File: src/rtl/elevator_ctrl.sv
// Elevator car controller: serves per-floor requests with a timed travel/door model.
// Optional macro ELEV_SEG_EN adds a registered active-low 7-segment floor display on `seg`.
module elevator_ctrl #(
    parameter int unsigned FLOORS        = 4,
    parameter int unsigned FLOOR_W       = 2,
    parameter int unsigned TRAVEL_CYCLES = 100,
    parameter int unsigned DOOR_CYCLES   = 50
) (
    input  logic               clk,
    input  logic               clr,
    input  logic [FLOORS-1:0]  req,
    output logic [FLOORS-1:0]  fb,
    output logic [FLOOR_W-1:0] floor,
    output logic               dir_up,
    output logic               moving,
    output logic               door_open
`ifdef ELEV_SEG_EN
    ,
    output logic [6:0]         seg
`endif
);

    localparam int unsigned CNT_W       = 16;
    localparam logic [CNT_W-1:0] TRAVEL_LAST = CNT_W'(TRAVEL_CYCLES - 1);
    localparam logic [CNT_W-1:0] DOOR_LAST   = CNT_W'(DOOR_CYCLES - 1);

    typedef enum logic [1:0] {
        IDLE      = 2'd0,
        MOVE_UP   = 2'd1,
        MOVE_DOWN = 2'd2,
        DOOR      = 2'd3
    } state_t;

    state_t             state, state_n;
    logic [CNT_W-1:0]   cnt, cnt_n;
    logic [FLOOR_W-1:0] floor_n;
    logic               dir_n;
    logic [FLOORS-1:0]  fb_n;
    logic               here, above, below;

`ifdef ELEV_SEG_EN
    function automatic logic [6:0] seg_of(input logic [FLOOR_W-1:0] f);
        case (32'(f))
            0:       seg_of = 7'b1111001;
            1:       seg_of = 7'b0100100;
            2:       seg_of = 7'b0110000;
            3:       seg_of = 7'b0011001;
            4:       seg_of = 7'b0010010;
            5:       seg_of = 7'b0000010;
            6:       seg_of = 7'b1111000;
            7:       seg_of = 7'b0000000;
            default: seg_of = 7'b1111111;
        endcase
    endfunction
`endif

    // Request groups relative to the current floor
    always_comb begin
        here  = 1'b0;
        above = 1'b0;
        below = 1'b0;
        for (int i = 0; i < int'(FLOORS); i++) begin
            if (FLOOR_W'(i) == floor) here  = here  | req[i];
            if (FLOOR_W'(i) >  floor) above = above | req[i];
            if (FLOOR_W'(i) <  floor) below = below | req[i];
        end
    end

    // Next-state, counter, position and direction decisions
    always_comb begin
        state_n = state;
        cnt_n   = cnt;
        floor_n = floor;
        dir_n   = dir_up;
        fb_n    = '0;
        case (state)
            IDLE: begin
                cnt_n = '0;
                if (here) begin
                    state_n = DOOR;
                end else if (dir_up) begin
                    if (above) begin
                        state_n = MOVE_UP;
                    end else if (below) begin
                        state_n = MOVE_DOWN;
                        dir_n   = 1'b0;
                    end
                end else begin
                    if (below) begin
                        state_n = MOVE_DOWN;
                    end else if (above) begin
                        state_n = MOVE_UP;
                        dir_n   = 1'b1;
                    end
                end
            end
            MOVE_UP: begin
                if (cnt == TRAVEL_LAST) begin
                    cnt_n   = '0;
                    floor_n = floor + FLOOR_W'(1);
                    state_n = IDLE;
                end else begin
                    cnt_n = cnt + CNT_W'(1);
                end
            end
            MOVE_DOWN: begin
                if (cnt == TRAVEL_LAST) begin
                    cnt_n   = '0;
                    floor_n = floor - FLOOR_W'(1);
                    state_n = IDLE;
                end else begin
                    cnt_n = cnt + CNT_W'(1);
                end
            end
            DOOR: begin
                if (cnt == DOOR_LAST) begin
                    cnt_n   = '0;
                    state_n = IDLE;
                end else begin
                    cnt_n = cnt + CNT_W'(1);
                end
            end
            default: begin
                state_n = IDLE;
                cnt_n   = '0;
            end
        endcase
        // Feedback is registered alongside the state it belongs to
        if (state_n == DOOR) begin
            for (int i = 0; i < int'(FLOORS); i++) begin
                fb_n[i] = (FLOOR_W'(i) == floor_n);
            end
        end
    end

    always_ff @(posedge clk) begin
        if (!clr) begin
            state     <= IDLE;
            cnt       <= '0;
            floor     <= '0;
            dir_up    <= 1'b1;
            fb        <= '0;
            moving    <= 1'b0;
            door_open <= 1'b0;
`ifdef ELEV_SEG_EN
            seg       <= 7'b1111001;
`endif
        end else begin
            state     <= state_n;
            cnt       <= cnt_n;
            floor     <= floor_n;
            dir_up    <= dir_n;
            fb        <= fb_n;
            moving    <= (state_n == MOVE_UP) || (state_n == MOVE_DOWN);
            door_open <= (state_n == DOOR);
`ifdef ELEV_SEG_EN
            seg       <= seg_of(floor_n);
`endif
        end
    end

endmodule

File: config.mk
export PLATFORM = sky130hd
export DESIGN_NAME = elevator_ctrl
export DESIGN_NICKNAME = d
export VERILOG_FILES = /design/src/rtl/elevator_ctrl.sv
export SDC_FILE = /design/constraint.sdc
export NUM_CORES = 1
export LEC_CHECK = 0
export CAP_MARGIN = 40
export CORE_MARGIN = 2
export CORE_UTILIZATION = 55
export DETAILED_ROUTE_END_ITERATION = 10
export PLACE_DENSITY = 0.75
export SYNTH_ARGS = -nofsm -noshare
export SYNTH_HDL_FRONTEND = slang
export SYNTH_SLANG_ARGS = --single-unit
File: constraint.sdc
create_clock -name clk -period 6.2 [get_ports clk]
set_clock_uncertainty 0.15 [all_clocks]
set_input_delay 1.24 -clock clk [delete_from_list [all_inputs] [get_ports clk]]
set_output_delay 1.24 -clock clk [all_outputs]
set_load 0.02 [all_outputs]
After elaboration in Yosys (flattened, before gate mapping)
Index checks and enable logic that the tools add are counted.
{"block": "word_totals", "output_inout_bits": 9, "in_bits": 6, "register_bits": 27, "wordCells": 81}
{"block": "classes", "eq_ne": 14, "reduce_logical": 7, "n_mux": 32, "n_lt_le_gt_ge": 8, "n_addsub": 3, "bitwise_logic": 10}
{"operator": "16-bit case mux with 3 select lines", "n": 1}
{"operator": "16-bit 2-to-1 mux", "n": 2}
{"operator": "2-bit 2-to-1 mux", "n": 10}
{"operator": "1-bit 2-to-1 mux", "n": 17}
{"operator": "16-bit by 1-bit adder with 16-bit output, second input constant", "n": 1}
{"operator": "16-bit by 6-bit == test with 1-bit output, second input constant", "n": 1}
{"operator": "16-bit by 7-bit == test with 1-bit output, second input constant", "n": 1}
{"operator": "1-bit bitwise OR", "n": 9}
{"operator": "2-bit == test, first input constant", "n": 4}
{"operator": "2-bit == test, second input constant", "n": 4}
{"operator": "2-bit logical NOT", "n": 3}
{"operator": "2-bit case mux with 3 select lines", "n": 1}
{"operator": "1-bit by 2-bit == test with 1-bit output, first input constant", "n": 2}
{"operator": "2-bit by 1-bit == test with 1-bit output, second input constant", "n": 2}
{"operator": "1-bit by 2-bit greater-than comparator with 1-bit output, first input constant", "n": 2}
{"operator": "2-bit greater-than comparator, first input constant", "n": 2}
{"operator": "1-bit by 2-bit less-than comparator with 1-bit output, first input constant", "n": 2}
{"operator": "2-bit less-than comparator, first input constant", "n": 2}
{"operator": "2-bit case mux with 2 select lines", "n": 1}
{"operator": "2-bit AND reduction", "n": 2}
{"operator": "2-bit by 1-bit adder with 2-bit output, second input constant", "n": 1}
{"operator": "2-bit OR reduction", "n": 1}
{"operator": "2-bit by 1-bit subtractor with 2-bit output, second input constant", "n": 1}
{"operator": "1-bit logical OR", "n": 1}
{"operator": "1-bit inverter", "n": 1}

Longest topological paths before layout
{"block": "logic_depth", "depth_word": 15, "depth_mapped": 11, "ltp_nobuf": 11}

Worst setup path before layout
Ideal clock, no wire load.
{"block": "synth_timing", "kind": "input port to flip-flop", "start": "input port req[1]", "end": "register fb[2]", "path_buffers": 0, "t_required_ns": 5.934, "setup_time_ns": 0.116, "setup_slack_ns": 3.410, "cell_stages": 9, "t_arrival_ns": 2.525, "cell_sequence": "and3b_1 a221oi_1 a21oi_1 nand3b_1 o2bb2ai_1 ha_1 nand2_1 inv_1 and3_1"}
{"block": "synth_between", "elab_chain_len": 13, "word_cells_on_any_way": 27, "cone_classes": "1 x eq/ne; 16 x mux; 9 x bitwise; 1 x reduce/logical"}
{"element": "from (decl)", "line": "11", "text": "input logic [FLOORS-1:0] req,"}
{"element": "1-bit bitwise OR (on tied branches)", "line": "64, 65"}
{"element": "1-bit 2-to-1 mux (on tied branches)", "line": "64, 65"}
{"element": "1-bit bitwise OR (on tied branches)", "line": "64, 65"}
{"element": "1-bit 2-to-1 mux (on tied branches)", "line": "64, 65"}
{"element": "1-bit bitwise OR (on tied branches)", "line": "64, 65"}
{"element": "1-bit 2-to-1 mux (on tied branches)", "line": "64, 65"}
{"element": "2-bit 2-to-1 mux (on tied branches)", "line": "91, 84"}
{"element": "2-bit 2-to-1 mux (on tied branches)", "line": "89, 82"}
{"element": "2-bit 2-to-1 mux", "line": "81", "text": "end else if (dir_up) begin"}
{"element": "2-bit 2-to-1 mux (*)", "line": "79", "text": "if (here) begin"}
{"element": "2-bit case mux with 3 select lines (*)", "line": "76", "text": "case (state)"}
{"element": "net state_n[1]", "line": "34", "text": "state_t state, state_n;"}
{"element": "2-bit == test (*)", "line": "129", "text": "if (state_n == DOOR) begin"}
{"element": "2-bit AND reduction (no line) (*)"}
{"element": "to (signal assigned)", "line": "153", "text": "fb <= fb_n;"}
{"element": "to (decl)", "line": "12", "text": "output logic [FLOORS-1:0] fb,"}
Mark *: on every way through the listed nets, which the timed path passes. The rest lies on a longest branch.
A chain may end at the register's enable or synchronous reset.

Worst setup path in the final report
{"block": "layout_timing", "start": "input port req[1]", "end": "register fb[3]"}
The elaborated chain is that of the path after synthesis.

==> metrics.txt <==
main combinational cell family by area after synthesis=simple AND/OR/NAND/NOR gates; required time worst endpoint=6.27 ns; pin count of the biggest net entering global routing=17; Synth Area in Compound Gates=a little under a tenth; Post-synth EDFFs=0; initial core utilization=57.6%; WHS Endpoint=cnt[0]; LEAKAGE=0.000622 uW; Synth async-reset ratio=0%; Worst setup EP type=flip-flop; first-pass GRT wire length=4220 um; post-CTS sizing=0; hold-critical path depth=1; Post-Syn Instances=155; DRT Wirelength=2550 um; Critical R2R Launch=floor[0]; antenna cells=0; Synth Area in Simple Gates=27.5%; Multi-input gate area=about 820 sq um; Yosys cell types=37; synthesized area=between 1000 and 1500 sq um; Setup crit start=req[1]; Fin. Hold Viols=0; largest area contributor in the synthesized netlist=dfxtp_1; synthesized net count=174; status=completed; power density over cell area=240 nW/um^2; Area Growth Syn to Fin=13.0%; Max IR drop VDD=0.000267 V; wire per inst=12.7 um; Rel. slew slack=65.2%; TritonCTS buffer count=3; Post-synth top flop=dfxtp_1; core area=approximately 2500 sq um; Pwr Total=387 uW; final core utilization=65.1%; max cap viols=0; final worst-path cycle share=52.7%; Clock Sinks=27; die width=54.9 um; row count=18; Synth Area in XOR/XNOR=8.60%; Max FO, Critical Path=3; worst reg2reg endpoint=fb[3]; Worst R2R Path Depth=11; minimum clock period=between 3 and 4 ns; DP HPWL=2000 um; Final ANT Viol Nets=0; Synth Register Bits=27; GPL Wtd Cong=0.863; Overflow after GRT=0; Die Ht=around 55 um; layout cells sized above 1=5.26%; RSZ-0062 raised after global routing=false; worst hold path class=reg -> reg; io pins=15; adder-cell area share of the yosys netlist=11.4%; Setup Viol. Count Final=0; fraction of synthesized area in multiplexers=less than 1%; Tot GR Track Use=between 10% and 20%; final-stage net count=191; register area=roughly 540 sq um; worst skew pair latency=between 0.3 and 0.4 ns; hold_sp=cnt[0]; share of the synthesized area in the top cell type=between 30% and 40%; maximum clock path buffer count=2; Starting DRT DRC Count=18; Fin Setup TNS=0 ns; DR vias=1115; Initial DRT Pass Iterations=4; Vias per Instance=about 5.5; placed cell area=1590 sq um; Fmax=between 300 and 400 MHz; CTS Hold Bufs=0; Fillers=225; Worst Setup Start Kind=input pin; Fin Hold WS=0.352 ns; pin slew with the least headroom to its limit=~0.52 ns; Slew Limit Fails=0; # DRC=0; Port Buffers=14; Finished Cell Area=1610 sq um; Crit path arrival time=3.34 ns; Clock transition at path regs=0.14 ns; initial antenna violation count=0; Crit Path Class=in -> reg; sequential share of the synthesized area=37.9%; top post-synthesis cells by area=dfxtp_1 38%, ha_1 11%, nor2_1 5.8%; number of global-route vias before repair=1042; Post-CTS Setup Bufs=0; Clock H-tree levels=1; Root Buffer=clkbuf_4; Synthesis Warnings=0; worst reg2reg setup slack=3.58 ns; CTS tree=built; average size of a mapped cell=9.20 sq um; Die ar.=3020 sq um
cell type report:
cell class | count | area share [%]
inverter | 13 | 3.03
clock buffer | 4 | 1.63
multi-input combinational | 113 | 50.8
tap | 30 | 2.33
sequential | 27 | 33.5
timing repair buffer | 14 | 8.70
layer usage:
layer	vias up	part of all wire, %	track usage, %
li1	566	-	-
met5	-	0	0
met3	6	3.7	4.30
met1	526	48	24.2
met2	17	47	31.9
met4	0	1.5	9.76
how the worst max path moves through the flow:
stage,to,slack [ns],cells after the start
floorplan,fb[2],3.41,9
global placement,fb[2],2.82,10
detailed placement,fb[3],2.65,10
CTS,fb[3],2.99,10
global route,fb[3],2.85,10
finish,fb[3],2.93,10
synthesized netlist by cell type, types with 2 or more instances:
cell type,number
inv_1,13
o21ai_0,4
ha_1,13
xor2_1,9
nand3b_1,2
nand2_1,7
and3_1,5
a22oi_1,2
nor2_1,22
dfxtp_1,27
nand4_1,4
and2_1,5
nor3_1,5
nand3_1,7
xnor2_1,5
nor4_4,2
a21oi_1,2
and4b_1,2
flip-flops by register name (all words and copies together) (netlist names):
signal	flops
state	2
fb	4
door_open	1
floor	2
moving	1
cnt	16
dir_up	1
cell usage in the layout (no fill, tap or decap), types with 2 or more instances in the layout:
master	instances
a21oi_1	2
a22oi_1	2
and2_1	5
and3_1	5
and4b_1	2
clkbuf_4	3
clkdlybuf4s50_1	14
dfxtp_1	27
ha_1	13
inv_1	13
nand2_1	7
nand3_1	7
nand3b_1	2
nand4_1	4
nor2_1	22
nor3_1	5
nor4_4	2
o21ai_0	4
xnor2_1	5
xor2_1	9
worst max-delay path, cell delays in order:
cell	delay [ns]
clkdlybuf4s50_1	0.46
and3b_1	0.21
a221oi_1	0.39
a21oi_1	0.11
nand3b_1	0.22
o2bb2ai_1	0.15
ha_1	0.21
nand2_1	0.10
inv_1	0.07
and3_1	0.18
stage by stage:
step	setup WS (ns)	cells
2_1_floorplan	3.41	155
3_3_place_gp	2.82	197
3_5_place_dp	2.65	197
4_1_cts	2.99	201
5_1_grt	2.85	201
6_report	2.93	201
cells by family (layout without fill, tap and decap cells):
group,count (synthesis),after routing
and+or+nand+nor,68,68
buffers and inverters,15,31
adders and majority gates,13,13
AOI/OAI and AO/OA,17,17
DFF,27,27
xor gates and xnor gates,14,14
muxes,1,1
where the power goes:
group / total, uW / switching (uW) / internal, uW
logic: 120 / 71.2 / 49.0
registers: 193 / 7.13 / 186
clock network: 73.7 / 48.5 / 25.2
Power figures use the tool's default switching activity.
